**src/rtl/dmem_access_ctrl_pkg.sv**
```systemverilog
// Shared definitions for the data-memory access controller: RV32I funct3
// codes for loads and stores, FSM state encoding and the legality check.
package dmem_access_ctrl_pkg;

    localparam logic [2:0] F3_LB  = 3'b000;
    localparam logic [2:0] F3_LH  = 3'b001;
    localparam logic [2:0] F3_LW  = 3'b010;
    localparam logic [2:0] F3_LBU = 3'b100;
    localparam logic [2:0] F3_LHU = 3'b101;
    localparam logic [2:0] F3_SB  = 3'b000;
    localparam logic [2:0] F3_SH  = 3'b001;
    localparam logic [2:0] F3_SW  = 3'b010;

    typedef enum logic [1:0] {
        S_IDLE = 2'd0,
        S_ADDR = 2'd1,
        S_RESP = 2'd2,
        S_WB   = 2'd3
    } state_t;

    // Unsigned variants exist only for loads; halves and words must be naturally aligned.
    function automatic logic is_legal(input logic i_write, input logic [2:0] i_f3,
                                      input logic [1:0] i_addr_lo);
        case (i_f3)
            F3_LB:   is_legal = 1'b1;
            F3_LH:   is_legal = ~i_addr_lo[0];
            F3_LW:   is_legal = (i_addr_lo == 2'b00);
            F3_LBU:  is_legal = ~i_write;
            F3_LHU:  is_legal = ~i_write & ~i_addr_lo[0];
            default: is_legal = 1'b0;
        endcase
    endfunction

endpackage

```
**src/rtl/dmem_access_ctrl_lane_align.sv**
```systemverilog
// Byte-lane steering: store byte enables and data replication, and load
// shift plus sign/zero extension. Purely combinational.
module dmem_access_ctrl_lane_align
    import dmem_access_ctrl_pkg::*;
(
    input  logic [2:0]  i_funct3,
    input  logic [1:0]  i_addr_lo,
    input  logic [31:0] i_wdata,
    input  logic [31:0] i_rdata,
    output logic [3:0]  o_byte_en,
    output logic [31:0] o_wdata,
    output logic [31:0] o_rdata
);

    logic [31:0] w_shifted;

    always_comb begin
        o_byte_en = 4'b1111;
        o_wdata   = i_wdata;
        case (i_funct3[1:0])
            2'b00: begin
                o_byte_en = 4'b0001 << i_addr_lo;
                o_wdata   = {4{i_wdata[7:0]}};
            end
            2'b01: begin
                o_byte_en = i_addr_lo[1] ? 4'b1100 : 4'b0011;
                o_wdata   = {2{i_wdata[15:0]}};
            end
            default: ;
        endcase
    end

    assign w_shifted = i_rdata >> {i_addr_lo, 3'b000};

    always_comb begin
        o_rdata = w_shifted;
        case (i_funct3)
            F3_LB:   o_rdata = {{24{w_shifted[7]}}, w_shifted[7:0]};
            F3_LH:   o_rdata = {{16{w_shifted[15]}}, w_shifted[15:0]};
            F3_LBU:  o_rdata = {24'd0, w_shifted[7:0]};
            F3_LHU:  o_rdata = {16'd0, w_shifted[15:0]};
            default: ;
        endcase
    end

endmodule

```
**src/rtl/dmem_access_ctrl.sv**
```systemverilog
// Sequences EX-stage loads/stores onto a valid/ready data-memory bus,
// stalling the pipeline while an access is in flight.
module dmem_access_ctrl
    import dmem_access_ctrl_pkg::*;
#(
    parameter int ADDR_W  = 32,
    parameter int TIMEOUT = 255
) (
    input  logic              clk,
    input  logic              rst_n,
    input  logic              reqValid,
    input  logic              reqWrite,
    input  logic [2:0]        reqFunct3,
    input  logic [ADDR_W-1:0] reqAddr,
    input  logic [31:0]       reqWdata,
    input  logic [4:0]        reqRd,
    input  logic              flush,
    output logic              stall,
    output logic              busValid,
    output logic              busWrite,
    output logic [ADDR_W-1:0] busAddr,
    output logic [31:0]       busWdata,
    output logic [3:0]        busByteEn,
    input  logic              busReady,
    input  logic              busRspValid,
    input  logic [31:0]       busRdata,
    output logic              wbValid,
    output logic [4:0]        wbRd,
    output logic [31:0]       wbData,
    output logic              accessErr,
    output logic              timeoutErr
);

    localparam int CNT_W = $clog2(TIMEOUT + 1);

    state_t            r_state;
    state_t            w_next;
    logic              r_write;
    logic [2:0]        r_f3;
    logic [ADDR_W-1:0] r_addr;
    logic [31:0]       r_wdata;
    logic [4:0]        r_rd;
    logic [31:0]       r_rdata;
    logic [CNT_W-1:0]  r_cnt;
    logic              r_squash;
    logic              r_acc_err;
    logic              r_to_err;

    logic              w_legal;
    logic              w_accept;
    logic              w_expire;
    logic              w_timeout;
    logic              w_in_addr;
    logic [3:0]        w_byte_en;
    logic [31:0]       w_wdata_rep;
    logic [31:0]       w_load_ext;

    assign w_legal   = is_legal(reqWrite, reqFunct3, reqAddr[1:0]);
    assign w_accept  = (r_state == S_IDLE) && reqValid && !flush && w_legal;
    assign w_expire  = (r_cnt == CNT_W'(TIMEOUT - 1));
    assign w_in_addr = (r_state == S_ADDR);

    dmem_access_ctrl_lane_align u_align (
        .i_funct3  (r_f3),
        .i_addr_lo (r_addr[1:0]),
        .i_wdata   (r_wdata),
        .i_rdata   (busRdata),
        .o_byte_en (w_byte_en),
        .o_wdata   (w_wdata_rep),
        .o_rdata   (w_load_ext)
    );

    always_ff @(posedge clk or negedge rst_n) begin
        if (!rst_n) begin
            r_state <= S_IDLE;
        end else begin
            r_state <= w_next;
        end
    end

    // A handshake or response in the final budget cycle still wins over the timeout.
    always_comb begin
        w_next    = r_state;
        w_timeout = 1'b0;
        case (r_state)
            S_IDLE: if (w_accept) w_next = S_ADDR;
            S_ADDR: begin
                if (busReady) begin
                    w_next = r_write ? S_IDLE : S_RESP;
                end else if (flush) begin
                    w_next = S_IDLE;
                end else if (w_expire) begin
                    w_next    = S_IDLE;
                    w_timeout = 1'b1;
                end
            end
            S_RESP: begin
                if (busRspValid) begin
                    w_next = S_WB;
                end else if (w_expire) begin
                    w_next    = S_IDLE;
                    w_timeout = 1'b1;
                end
            end
            S_WB:    w_next = S_IDLE;
            default: w_next = S_IDLE;
        endcase
    end

    always_ff @(posedge clk or negedge rst_n) begin
        if (!rst_n) begin
            r_write   <= 1'b0;
            r_f3      <= '0;
            r_addr    <= '0;
            r_wdata   <= '0;
            r_rd      <= '0;
            r_rdata   <= '0;
            r_cnt     <= '0;
            r_squash  <= 1'b0;
            r_acc_err <= 1'b0;
            r_to_err  <= 1'b0;
        end else begin
            r_acc_err <= (r_state == S_IDLE) && reqValid && !flush && !w_legal;
            r_to_err  <= w_timeout;
            if (w_accept) begin
                r_write  <= reqWrite;
                r_f3     <= reqFunct3;
                r_addr   <= reqAddr;
                r_wdata  <= reqWdata;
                r_rd     <= reqRd;
                r_cnt    <= '0;
                r_squash <= 1'b0;
            end else if (r_state == S_ADDR || r_state == S_RESP) begin
                r_cnt <= r_cnt + 1'b1;
            end
            // Once the bus has committed to the access, a flush only hides the result.
            if (flush && ((w_in_addr && busReady) || r_state == S_RESP)) begin
                r_squash <= 1'b1;
            end
            if (r_state == S_RESP && busRspValid) begin
                r_rdata <= w_load_ext;
            end
        end
    end

    assign stall      = w_accept || w_in_addr || (r_state == S_RESP);
    assign busValid   = w_in_addr;
    assign busWrite   = w_in_addr && r_write;
    assign busAddr    = w_in_addr ? {r_addr[ADDR_W-1:2], 2'b00} : '0;
    assign busWdata   = w_in_addr ? w_wdata_rep : '0;
    assign busByteEn  = w_in_addr ? w_byte_en : '0;
    assign wbValid    = (r_state == S_WB) && (r_rd != 5'd0) && !r_squash;
    assign wbRd       = wbValid ? r_rd : '0;
    assign wbData     = wbValid ? r_rdata : '0;
    assign accessErr  = r_acc_err;
    assign timeoutErr = r_to_err;

endmodule
```
**config.mk**
```make
export PLATFORM = sky130hd
export DESIGN_NAME = dmem_access_ctrl
export DESIGN_NICKNAME = d
export VERILOG_FILES = /design/src/rtl/dmem_access_ctrl_pkg.sv /design/src/rtl/dmem_access_ctrl_lane_align.sv /design/src/rtl/dmem_access_ctrl.sv
export SDC_FILE = /design/constraint.sdc
export NUM_CORES = 1
export LEC_CHECK = 0
export CAP_MARGIN = 10
export CORE_AREA = 2 2 128 130
export CTS_CLUSTER_SIZE = 24
export DETAILED_ROUTE_END_ITERATION = 16
export DIE_AREA = 0 0 130 132
export GPL_ROUTABILITY_DRIVEN = 1
export GPL_TIMING_DRIVEN = 0
export PLACE_DENSITY = 0.75
export SYNTH_ARGS = -nofsm -noshare
export SYNTH_HDL_FRONTEND = slang
export SYNTH_SLANG_ARGS = --single-unit
```
**constraint.sdc**
```tcl
create_clock -name clk -period 1.9 [get_ports clk]
set_clock_uncertainty 0.05 [all_clocks]
set_input_delay 0.38 -clock clk [delete_from_list [all_inputs] [get_ports clk]]
set_output_delay 0.38 -clock clk [all_outputs]
set_load 0.005 [all_outputs]
```
==> results of run 1 <==
## cell families (layout without fill, tap and decap cells)
family / Yosys count / after routing
and+or+nand+nor: 194 / 195
DFF: 118 / 118
muxes: 116 / 116
AOI/OAI and AO/OA: 80 / 80
buffers and inverters: 45 / 372
adders and majority gates: 7 / 7
xor gates and xnor gates: 7 / 7
other: 1 / 4
## path summary, 6_finish.rpt
check | from | endpoint | cells after the start
max in group asynchronous | rst_n | r_wdata[7] | 3
setup / recovery | r_rd[2] | wbData[15] | 6
hold reg to reg | r_rdata[1] | r_rdata[1] | 2
setup reg to reg | r_state[1] | r_addr[17] | 10
hold / removal | rst_n | r_squash | 2
min in group clk | r_rdata[1] | r_rdata[1] | 2
## registers in the layout (all words and copies together), names as in the netlist
signal,cells
accessErr,1
r_addr,32
r_cnt,8
r_f3,3
r_rd,5
r_rdata,32
r_squash,1
r_state,2
r_wdata,32
r_write,1
timeoutErr,1
## per-layer routing
metal	routed length [µm]	track usage	vias up
met5	0	0	-
met2	11300	0.444	261
met3	1750	0.0775	31
met4	489	0.0806	0
met1	8940	0.313	2827
li1	-	-	2619
## critical path: stages, from the launching register on
cell	delay, ns
dfrtp_1	0.38
or4_4	0.55
nor2_4	0.18
nor3b_4	0.11
clkbuf_8	0.18
and2_4	0.15
buf_6	0.11
## timing repair
action                                 4_1_cts  5_1_grt
cloned                                      18        2
endpoints found under the hold margin       48        0
pin swaps                                   52       13
setup endpoints to repair                  212      210
gates resized for setup                    639      156
buffers inserted                            60       17
hold buffers                                 1        0
## final cells by class
| cell class | count | area [µm²] |
|---|---|---|
| Clock inverter | 3 | 65.1 |
| Inverter | 4 | 17.5 |
| Tap cell | 216 | 270 |
| Antenna cell | 2 | 5.00 |
| Clock buffer | 28 | 507 |
| Timing Repair Buffer | 302 | 3160 |
| Fill cell | 1143 | 4770 |
| Buffer | 35 | 418 |
| Sequential cell | 118 | 2960 |
| Multi-Input combinational cell | 407 | 3550 |
## report_power, final
part | switching [W] | internal [W]
sequential | 0.000957 | 0.00370
combinational | 0.00372 | 0.00570
clock | 0.00106 | 0.00206
total | 0.00574 | 0.0115
## through the flow
step | instances | power (W) | worst slack (ns)
floorplan | 569 | 0.00775 | -0.0136
global placement | 1004 | 0.0106 | -4.21
detailed placement | 1005 | 0.0108 | -1.08
CTS | 1109 | 0.0160 | -0.603
global route | 1113 | 0.0181 | -0.641
finish | 1115 | 0.0172 | -0.581
## placed cells by master (no fill, tap or decap), types with 12 or more instances in the layout
cell,synthesis,final
a21oi_1,18,17
a221o_1,17,17
and2_4,0,76
buf_12,0,13
buf_2,6,23
buf_4,2,28
buf_6,1,104
buf_8,0,24
clkbuf_16,0,21
clkbuf_2,1,15
clkbuf_8,0,12
clkdlybuf4s50_1,0,111
dfrtp_1,118,116
mux2_2,83,76
mux2i_1,31,30
nand2_1,43,39
nor2_1,33,30
o21ai_0,18,17
==> impl_metrics.tcl, run 1 <==
set metrics [dict create \
    yosys.area_share.simple 0.170 \
    ys_ff_latch 118 \
    clk_pin_slew_ns 0.05 \
    ios 222 \
    setup-tns-final_ns -53.87 \
    hold_viol_final 0 \
    grt_pass1_wl_um 34000 \
    fin_crit_ns 2.48 \
    p_leak_nw 5.06 \
    die_h_um 132 \
    synthMuxAreaShare 0.207 \
    drtAntennaViolNets 0 \
    netlist-cell-type-count 49 \
    powerDensity_nw_per_um2 1570 \
    synth_warnings 0 \
    vias 5738 \
    grt_max_degree 71 \
    nets 1003 \
    rrSetupSlack_ns -0.19 \
    avgSynthCellArea_um2 10.9 \
    grt_pass1_vias 6032 \
    clkLatencyLatePin_ns 0.41 \
    cts_tree "done" \
    maxCapViolCount 0 \
    portBuffers 219 \
    synth_xor_area_frac 0.00988 \
    fin_ws_ns -0.581 \
    synth_edf_count 0 \
    required_ns 1.47 \
    slew_headroom 0.641 \
    status "finished, violations left" \
    dr.pass1.iters 5 \
    routed_via_density 5.15 \
    wl_per_cell_um 20.2 \
    clock-sinks 118 \
    crit_path_end_kind "output pin" \
    worstMarginPinSlew_ns 0.538 \
    synth.most_common_cell "dfrtp_1" \
    synth_top_family_by_area "multiplexers" \
    syn_inst 568 \
    seq_area_frac_synth 0.476 \
    final_util 0.696 \
    rows 46 \
    drc 0 \
    drive_gt1_frac 0.501 \
    ir_worst_vdd_uv 829 \
    crit_path_max_fanout 5 \
    grtUsageTotal 0.260 \
    yosys.area_share.adder 0.0141 \
    areaGrowthSynthToFinish_pct 76.3 \
    ys.flop_type "dfrtp_1" \
    cp.arrival_ns 2.05 \
    synthArstFlopShare 1.00 \
    hp-class "in2async" \
    drt_iter0_drc 367 \
    clock-root-buffer "clkbuf_16" \
    finalSetupViolCount 197 \
    startpoint_type "flip-flop" \
    syn_area_um2 6200 \
    fp.dieArea_um2 17200 \
    cts_max_level 4 \
    grt_antenna_before_repair 2 \
    place_congestion 0.912 \
    whs_ns 0.436 \
    postLayoutCellArea_um2 10900 \
    synth-compound-area-share 0.0916 \
    routed_wl_um 22500 \
    dp.final_hpwl_um 14300 \
    rsz0062_at_grt "yes" \
    core_um2 15700 \
    violations "setup timing" \
    maxSlewViolCount 0 \
    crit_type "reg2out" \
    clockBufferDepth 2 \
    timing.fmax_mhz 403 \
    synth_top_area_frac 0.476 \
    initial_utilization 0.395 \
    synth_commonest_cells "118 x dfrtp_1, 83 x and2_1, 83 x mux2_2, 43 x nand2_1, 33 x nor2_1" \
    post_dp_cell_area_um2 8710 \
    grt-ovfl-total 0 \
    yosysTopAreaCell "dfrtp_1" \
    fin_crit_sh 1.31 \
    numCtsBuffers 17 \
    ys_top_cells_by_area "dfrtp_1 48%, mux2_2 15%, and2_1 8.4%, mux2i_1 5.0%, a221o_1 2.7%" \
    die_x_um 130 \
]
Power figures use the tool's default switching activity.
==> inputs of run 2 (changes only) <==
Settings changed: ABC_AREA set to 0, PLACE_DENSITY 0.75 to 0.76.
==> impl_metrics.tcl, run 2 (synthesized netlist as in run 1, its figures left out) <==
set metrics [dict create \
    startpoint "r_rd[4]" \
    wl_per_cell_um 19.2 \
    routed_wl_um 21100 \
    required_ns 1.47 \
    clock-root-buffer "clkbuf_16" \
    place_congestion 0.845 \
    dp.final_hpwl_um 13700 \
    cts_max_level 4 \
    crit_type "reg2out" \
    routed_via_density 5.04 \
    die_x_um 130 \
    fin_crit_ns 2.50 \
    clock-sinks 118 \
    clk_pin_slew_ns 0.05 \
    hp-class "reg2reg" \
    fin_ws_ns -0.597 \
    grt_antenna_before_repair 0 \
    ios 222 \
    worstMarginPinSlew_ns 0.550 \
    drt_iter0_drc 252 \
    violations "setup timing" \
    top_regs "r_addr (32), r_rdata (32), r_wdata (32)" \
    maxSlewViolCount 0 \
    grtUsageTotal 0.248 \
    whs_ns 0.422 \
    status "finished, violations left" \
    drive_gt1_frac 0.468 \
    cts_tree "done" \
    drc 0 \
    core_um2 15700 \
    worstRegToRegCells 9 \
    layout_common_cells "115 x dfrtp_1, 110 x clkdlybuf4s50_1, 88 x buf_6" \
    finalSetupViolCount 199 \
    rows 46 \
    fp.dieArea_um2 17200 \
    nets 989 \
    slew_headroom 0.633 \
    clockBufferDepth 2 \
    dp_slack_ns -1.13 \
    cp.arrival_ns 2.07 \
    grt_pass1_wl_um 32300 \
    startpoint_type "flip-flop" \
    grt-ovfl-total 0 \
    powerDensity_nw_per_um2 1570 \
    fill_cells 1225 \
    drtAntennaViolNets 0 \
    reg2reg_to "r_rd[2]" \
    antenna_cells 0 \
    p_leak_nw 4.94 \
    hold_viol_final 0 \
    rsz0062_at_grt "yes" \
    crit_path_end_kind "output pin" \
    crit_path_max_fanout 7 \
    die_h_um 132 \
    rrSetupSlack_ns -0.21 \
    r2r_start "r_state[0]" \
    grt_pass1_vias 5770 \
    endpoint "wbData[15]" \
    initial_utilization 0.395 \
    areaGrowthSynthToFinish_pct 71.5 \
    final_common_cell "dfrtp_1" \
    vias 5549 \
    clkLatencyLatePin_ns 0.41 \
    numCtsBuffers 17 \
    ir_worst_vdd_uv 844 \
    timing.fmax_mhz 400 \
    grt_max_degree 66 \
    dr.pass1.iters 5 \
    maxCapViolCount 0 \
    fin_crit_sh 1.31 \
    portBuffers 219 \
]
run 2: layout make-up:
class,instances,area (µm²),area share
flip-flops and latches,118,2960,0.278
inverters,4,22.5,0.00212
multi-input cells,407,3460,0.325
clock buffers,24,482,0.0453
well taps,216,270,0.0254
clock inverters,8,145,0.0136
plain buffers,35,432,0.0406
repair buffers,288,2870,0.270
run 2: repair_timing:
item,in CTS,in global routing
cloned,16,2
hold buffers,1,0
pin swaps,37,13
resized for setup,621,123
setup endpoints to repair,208,215
endpoints found under the hold margin,53,0
setup buffers,41,17
run 2: metal layers:
layer	GRT usage	wire [µm]	share of wire	vias up
li1	-	-	-	2587
met4	0.0842	383	0.018	0
met5	0	0	0	-
met2	0.408	10300	0.49	228
met1	0.313	8640	0.41	2707
met3	0.0666	1740	0.083	27
run 2: how the worst min path moves through the flow:
stage | from | to | slack, ns | cells after the start
after global routing | r_rdata[7] | r_rdata[7] | 0.45 | 2
after global placement | r_rdata[6] | r_rdata[6] | 0.40 | 2
final | r_rdata[6] | r_rdata[6] | 0.42 | 2
after detailed placement | rst_n | r_rd[0] | 0.33 | 1
after floorplan | rst_n | accessErr | 0.03 | 0
after CTS | r_rdata[6] | r_rdata[6] | 0.43 | 2
run 2: worst max-delay path: stages (launching register included):
cell      delay, ns
dfrtp_1        0.37
or4_4          0.54
nor2_4         0.13
nor3b_4        0.09
clkbuf_8       0.18
buf_6          0.11
and2_4         0.13
buf_6          0.11
run 2: where the power goes:
part	internal (W)	switching, W
Clock	0.00230	0.00114
Combinational	0.00524	0.00347
Sequential	0.00369	0.000903
Total	0.0112	0.00551
run 2: per-stage QoR:
stage / setup TNS, ns / utilization / total power, W / cells / area, µm²
2_1_floorplan: -0.680 / - / 0.00775 / 569 / 6220
3_3_place_gp: -667.51 / 0.553 / 0.0106 / 1004 / 8680
3_5_place_dp: -153.80 / 0.554 / 0.0108 / 1005 / 8710
4_1_cts: -57.66 / 0.654 / 0.0158 / 1091 / 10300
5_1_grt: -70.62 / 0.677 / 0.0177 / 1100 / 10600
6_report: -59.10 / 0.677 / 0.0167 / 1100 / 10600
==> inputs of run 3 (changes only) <==
Settings changed: CORE_AREA 2 2 128 130 to 10 10 135 137, DIE_AREA 0 0 130 132 to 0 0 145 147, PLACE_DENSITY 0.76 to 0.77.
==> impl_metrics.tcl, run 3 (synthesized netlist as in run 1, its figures left out) <==
set metrics [dict create \
    grtUsageTotal 0.213 \
    status "finished, violations left" \
    fp.dieArea_um2 21300 \
    clock-root-buffer "clkbuf_16" \
    fin_crit_sh 1.34 \
    routed_wl_um 23500 \
    grt_antenna_before_repair 0 \
    ir_worst_vdd_uv 813 \
    nets 1013 \
    crit_path_end_kind "output pin" \
    dp.final_hpwl_um 15300 \
    violations "setup timing" \
    areaGrowthSynthToFinish_pct 77.2 \
    startpoint_type "flip-flop" \
    antenna_cells 0 \
    portBuffers 219 \
    fin_crit_ns 2.54 \
    final_common_cell "buf_6" \
    switchingPower_w 0.00579 \
    crit_path_max_fanout 6 \
    required_ns 1.47 \
    whs_ns 0.372 \
    numCtsBuffers 17 \
    drtAntennaViolNets 0 \
    grt-ovfl-total 0 \
    crit_type "reg2out" \
    finalSetupViolCount 196 \
    layout_common_cells "120 x buf_6, 115 x dfrtp_1, 111 x clkdlybuf4s50_1" \
    place_congestion 0.856 \
    internal-power_w 0.0114 \
    powerDensity_nw_per_um2 1560 \
    routed_via_density 5.05 \
    power_frac_clock 0.182 \
    grt_pass1_wl_um 35700 \
    p_leak_nw 5.08 \
    maxCapViolCount 0 \
    grt_pass1_vias 6037 \
    fin_cells 1124 \
    ios 222 \
    clkLatencyLatePin_ns 0.41 \
    clockBufferDepth 2 \
    pwr-share-comb 0.551 \
    cts_tree "done" \
    die_h_um 147 \
    clock-sinks 118 \
    top_regs "r_addr (32), r_rdata (32), r_wdata (32)" \
    drive_gt1_frac 0.509 \
    wl_per_cell_um 20.9 \
    cts_max_level 4 \
    dr.pass1.iters 4 \
    maxSlewViolCount 0 \
    grt_max_degree 88 \
    drc 0 \
    power_frac_seq 0.267 \
    timing.fmax_mhz 393 \
    rows 46 \
    finalPower_w 0.0172 \
    dp.cells 1005 \
    core_um2 15600 \
    vias 5681 \
    dp_slack_ns -1.19 \
    drt_iter0_drc 231 \
    die_x_um 145 \
    rsz0062_at_grt "yes" \
    p_sw_frac 0.337 \
    hp-class "in2async" \
    hold_viol_final 0 \
    clk_pin_slew_ns 0.05 \
    initial_utilization 0.398 \
    cp.arrival_ns 2.11 \
    fin_ws_ns -0.642 \
]
-- run 3: changes by cell type in the layout (fill, tap and decap cells not counted), sizes merged --
cell and delta:
dlygate4sd2 -5, clkdlybuf4s15 -3, clkdlybuf4s50 +1, inv -1, clkinvlp +2, bufinv -2
clkinv +6, buf +26
-- run 3: cell type report --
| cell class | instances | area [µm²] |
|---|---|---|
| well taps | 216 | 270 |
| fillers | 1178 | 4600 |
| plain buffers | 32 | 415 |
| inverters | 4 | 22.5 |
| repair buffers | 315 | 3250 |
| multi-input cells | 407 | 3510 |
| clock buffers | 19 | 443 |
| flip-flops and latches | 118 | 2960 |
| clock inverters | 13 | 133 |
-- run 3: critical path: stages (launching register included) --
cell      delay, ns
dfrtp_1        0.39
or4_4          0.55
nor2_4         0.14
nor3b_4        0.09
clkbuf_8       0.17
buf_6          0.12
and2_4         0.13
buf_6          0.11
-- run 3: repair_timing --
action	CTS	global route
setup endpoints to repair	207	214
cloned	14	4
hold endpoints to repair	31	0
gates resized for setup	610	203
pin swaps	44	11
hold buffers	1	0
setup buffers	59	27
-- run 3: metal layers --
| metal | share of wire | track usage |
|---|---|---|
| met3 | 0.079 | 0.0845 |
| met5 | 0 | 0 |
| met1 | 0.41 | 0.252 |
| met2 | 0.49 | 0.351 |
| met4 | 0.016 | 0.0603 |
-- run 3: final timing paths --
kind                       startpoint          to  slack [ns]  depth (start not counted)
max                           r_rd[1]  wbData[15]       -0.64                          7
min reg2reg                r_rdata[5]  r_rdata[5]        0.44                          2
max in group asynchronous       rst_n     r_f3[1]        0.69                          3
max reg2reg                r_state[1]     r_rd[1]       -0.20                         10
min                             rst_n     r_rd[0]        0.37                          2
min in group clk           r_rdata[5]  r_rdata[5]        0.44                          2
-- run 3: through the flow --
stage	utilization	area (µm²)	TNS, ns
5_1_grt	0.705	11000	-70.29
3_3_place_gp	0.557	8680	-674.17
4_1_cts	0.658	10300	-67.48
2_1_floorplan	-	6220	-0.680
6_report	0.705	11000	-60.07
3_5_place_dp	0.559	8710	-148.27
-- run 3: power groups by stage --
stage          Sequential [W]  Combinational, W  Clock, W
2_1_floorplan         0.00422           0.00353         0
3_3_place_gp          0.00445           0.00629         0
3_5_place_dp          0.00449           0.00638         0
4_1_cts               0.00452           0.00796   0.00318
5_1_grt               0.00475            0.0102   0.00331
6_report              0.00459           0.00947   0.00313
==> patch 1: new RTL, settings of run 3 <==
The 4 states of `state_t` get a one-hot encoding in 4 bits.
--- a/src/rtl/dmem_access_ctrl_pkg.sv
+++ b/src/rtl/dmem_access_ctrl_pkg.sv
@@ -13,7 +13,7 @@
 
-    typedef enum logic [1:0] {
-        S_IDLE = 2'd0,
-        S_ADDR = 2'd1,
-        S_RESP = 2'd2,
-        S_WB   = 2'd3
+    typedef enum logic [3:0] {
+        S_IDLE = 4'b0001,
+        S_ADDR = 4'b0010,
+        S_RESP = 4'b0100,
+        S_WB   = 4'b1000
     } state_t;
Function: same outputs for any inputs over 4 cycles, from zero or initial values and one cycle with rst_n low; so few cycles prove little.
==> patch 1 against run 3 <==
Sequential cell count is 2 higher. Final area about the same. Cell count increased by 1.1%. Via count is 3.9% higher. The run still ends with setup timing left. Largest cell class is now multi-input combinational cells. Worst setup slack worse by 0.051 ns. Area after synthesis increased by 0.95%. Routed wire length up 2.5%. Critical path depth up 3. Global-route usage grew 0.32 points.
Power is not compared: it rests on default switching activity, and its combinational part moved more than twofold at a synthesized area within 25%.
==> patch 1: results <==
group,metric,value,unit
synth,ys_seq_area_frac,0.4797,
placed_design,place_ws,-1.256,ns
setup_path,crit_family,"buffers and inverters",
timing,fin_setup_tns,-68.57,ns
run_status,violations,"setup timing",
clock_tree,post_cts_buffers,43,
cells_and_area,seq_share,0.2735,
routing,wirelength,24.08,mm
cells_and_area,drive_above_1_share,0.4237,
synth,yosys-mux-area-fraction,0.2002,
placed_design,dpl_cell_area,0.008874,mm2
synth,syn_area,0.006262,mm2
synth,ys_ff_latch,120,
cells_and_area,fin_nets,1018,
synth,syn_inst,604,
global_routing,grt_max_degree,89,
cells_and_area,stdcell_area,0.01099,mm2
setup_path,cp_max_fo,5,
cells_and_area,instances_no_fill,1136,
synth,synth_fa_ha_area_frac,0.003996,
setup_path,cp_slowest_cell,"dfstp_2",
routing,first_iter_violations,263,
cells_and_area,multi_input_area,0.003593,mm2
cells_and_area,final.clkbuf_count,18,
routing,via_per_inst,5.196,
synth,netlist_top_cells_area,"dfrtp_1, mux2_1, and2_1",
run_status,status,"complete, but fails checks",
placed_design,dpl.hpwl,15.82,mm
global_routing,grtUsageTotal,0.2164,
cells_and_area,antenna_cells,2,
global_routing,grt_antenna_before_repair,2,
timing,finalSetupViolCount,174,
cells_and_area,buf_share,0.3147,
cells_and_area,fill_cells,1119,
cells_and_area,inv_count,7,
cells_and_area,num-multi-input-gates,435,
placed_design,gp_congestion,0.8689,
timing,fin_ws,-0.6936,ns
setup_path,slowest_delay,0.39,ns
synth,synthTopCellsByCount,"dfrtp_1, mux2_1, and2_1",
clock_tree,cts_resized,642,
global_routing,grt_pass1_vias,6223,
patch 1: cell count changes in the layout (fill, tap and decap cells not counted), moves of 9 or more:
cell	before	now
a21oi_2	0	9
a221o_1	17	0
mux2_1	0	58
mux2_4	3	15
nand2_1	40	49
nand3_1	1	29
o21ai_0	17	3
nor2_4	3	17
a21oi_1	17	26
mux2_2	81	7
patch 1: final timing paths:
check	slack (ns)	startpoint	cells after the start	to
worst max-delay path	-0.69	r_state[0]$_DFFE_PN1P_	10	wbData[19]
worst min-delay path	0.37	rst_n	2	r_rdata[21]$_DFFE_PN0P_
worst max register to register	-0.19	r_state[0]$_DFFE_PN1P_	8	r_write$_DFFE_PN0N_
worst min register to register	0.44	r_wdata[19]$_DFFE_PN0N_	1	r_wdata[19]$_DFFE_PN0N_
max in group asynchronous	0.68	rst_n	3	r_cnt[1]$_DFFE_PN0P_
min in group clk	0.40	reqFunct3[2]	2	r_f3[2]$_DFFE_PN0N_
patch 1: kinds of logic (layout without fill, tap and decap cells):
kind of cell             Yosys count  in the layout
AO/OA/AOI/OAI                     64             64
XOR/XNOR                           8              8
adder cells (fa/ha/maj)            2              2
buffers and inverters             50            363
flip-flops                       120            120
multiplexers                     114            114
other                              1              4
AND/OR/NAND/NOR                  245            245
patch 1: report_power, final:
part	switching [mW]	total, mW	leakage (nW)	internal [mW]
logic	1.11	2.13	3.29	1.02
clock network	1.25	3.35	0.292	2.10
registers	0.355	3.37	1.52	3.02
patch 1: routing by layer:
layer / GRT usage / vias up / wire, um
li1: - / 2701 / -
met1: 0.2409 / 2896 / 9355
met2: 0.3561 / 257 / 11660
met3: 0.1004 / 45 / 2408
met4: 0.07865 / 4 / 631
met5: 0 / - / 21
==> patch 2: new RTL, flow settings as in run 3 <==
Made on the original files. Set the parameter `ADDR_W` to 28 (it was 32).
--- a/src/rtl/dmem_access_ctrl.sv
+++ b/src/rtl/dmem_access_ctrl.sv
@@ -5,3 +5,3 @@
 #(
-    parameter int ADDR_W  = 32,
+    parameter int ADDR_W  = 28,
     parameter int TIMEOUT = 255
Interface: changed (resized busAddr and reqAddr); port bits go from 222 to 214. The function was not compared with the original's and may differ.
==> patch 2 against run 3 <==
The flow still finishes with violations (setup timing). Worst setup slack got worse by 0.14 ns. Synthesized cell count is 2.1% lower. Sequential cell count shrank 4. Register-to-register slack lost 0.02 ns. Combinational power fell by 12%. Routed wire length shrank 7.4%. Sequential power down 4.4%. Worst hold slack better by 0.0088 ns. Die area unchanged. Final area shrank 9.8%. Area after synthesis decreased by 2.7%. Total power fell by 7.7%. Critical path type is now in2out. Largest power group unchanged. Highest routed layer is now met5.
==> patch 2: results <==
group,metric,value,unit
timing,finalSetupViolCount,186,
run_status,violations,"setup timing",
setup_path,crit_family,"buffers and inverters",
global_routing,grtUsageTotal,0.2004,
setup_path,cp_max_fo,3,
timing,fin_ws,-0.7785,ns
placed_design,gp_congestion,0.8225,
routing,vias,5345,
setup_path,cp_slowest_cell,"clkdlybuf4s50_1",
run_status,status,"complete, but fails checks",
global_routing,grt_pass1_vias,5762,
placed_design,dpl.hpwl,15.09,mm
cells_and_area,fin_nets,953,
cells_and_area,buf_share,0.2974,
synth,synthTopCellsByCount,"dfrtp_1, and2_1, mux2_2",
synth,netlist_top_cells_area,"dfrtp_1, mux2_2, and2_1",
cells_and_area,num-multi-input-gates,398,
cells_and_area,final.clkbuf_count,21,
setup_path,critPathArrivalTime,2.25,ns
global_routing,grt_antenna_before_repair,3,
synth,ys_seq_area_frac,0.4725,
routing,via_per_inst,5.000,
synth,syn_inst,556,
cells_and_area,multi_input_area,0.003243,mm2
global_routing,grt_max_degree,84,
global_routing,grt_pass1_wl,33.47,mm
cells_and_area,clk_share,0.05842,
routing,wirelength,21.74,mm
synth,synth_fa_ha_area_frac,0.01451,
power_and_ir_drop,switchingPower,5.273,mW
power_and_ir_drop,pwr-share-comb,0.525,
synth,synth_xor_area_frac,0.01016,
placed_design,port_buffers,211,
power_and_ir_drop,powerSeq,4.39,mW
timing,fin_setup_tns,-56.13,ns
placed_design,dpl_cell_area,0.008459,mm2
timing,whs,0.3812,ns
routing,top_layer,"met5",
routing,wl_met1,8.920,mm
routing,wl_met2,10.43,mm
global_routing,met2_usage,0.3274,
placed_design,place_ws,-1.307,ns
global_routing,gr-usage-met3,0.07955,
cells_and_area,fill_cells,1252,
cells_and_area,ff_latch_area,0.002855,mm2
-- patch 2: timing repair --
| action | 4_1_cts | 5_1_grt |
|---|---|---|
| setup buffers | 39 | 6 |
| gates cloned | 10 | 0 |
| gates resized for setup | 541 | 94 |
| setup endpoints to repair | 198 | 202 |
| hold endpoints to repair | 31 | 0 |
| pin swaps | 15 | 3 |
| hold buffers | 1 | 0 |
-- patch 2: worst paths after layout --
| kind | from | end | cells after the start |
|---|---|---|---|
| max | reqAddr[0] | stall | 6 |
| min | rst_n | r_rdata[28]$_DFFE_PN0P_ | 2 |
| max reg2reg | r_addr[0]$_DFFE_PN0N_ | r_rdata[18]$_DFFE_PN0P_ | 6 |
| min reg2reg | r_rdata[1]$_DFFE_PN0P_ | r_rdata[1]$_DFFE_PN0P_ | 2 |
| max in group asynchronous | rst_n | r_wdata[10]$_DFFE_PN0N_ | 3 |
| min in group clk | r_rdata[1]$_DFFE_PN0P_ | r_rdata[1]$_DFFE_PN0P_ | 2 |
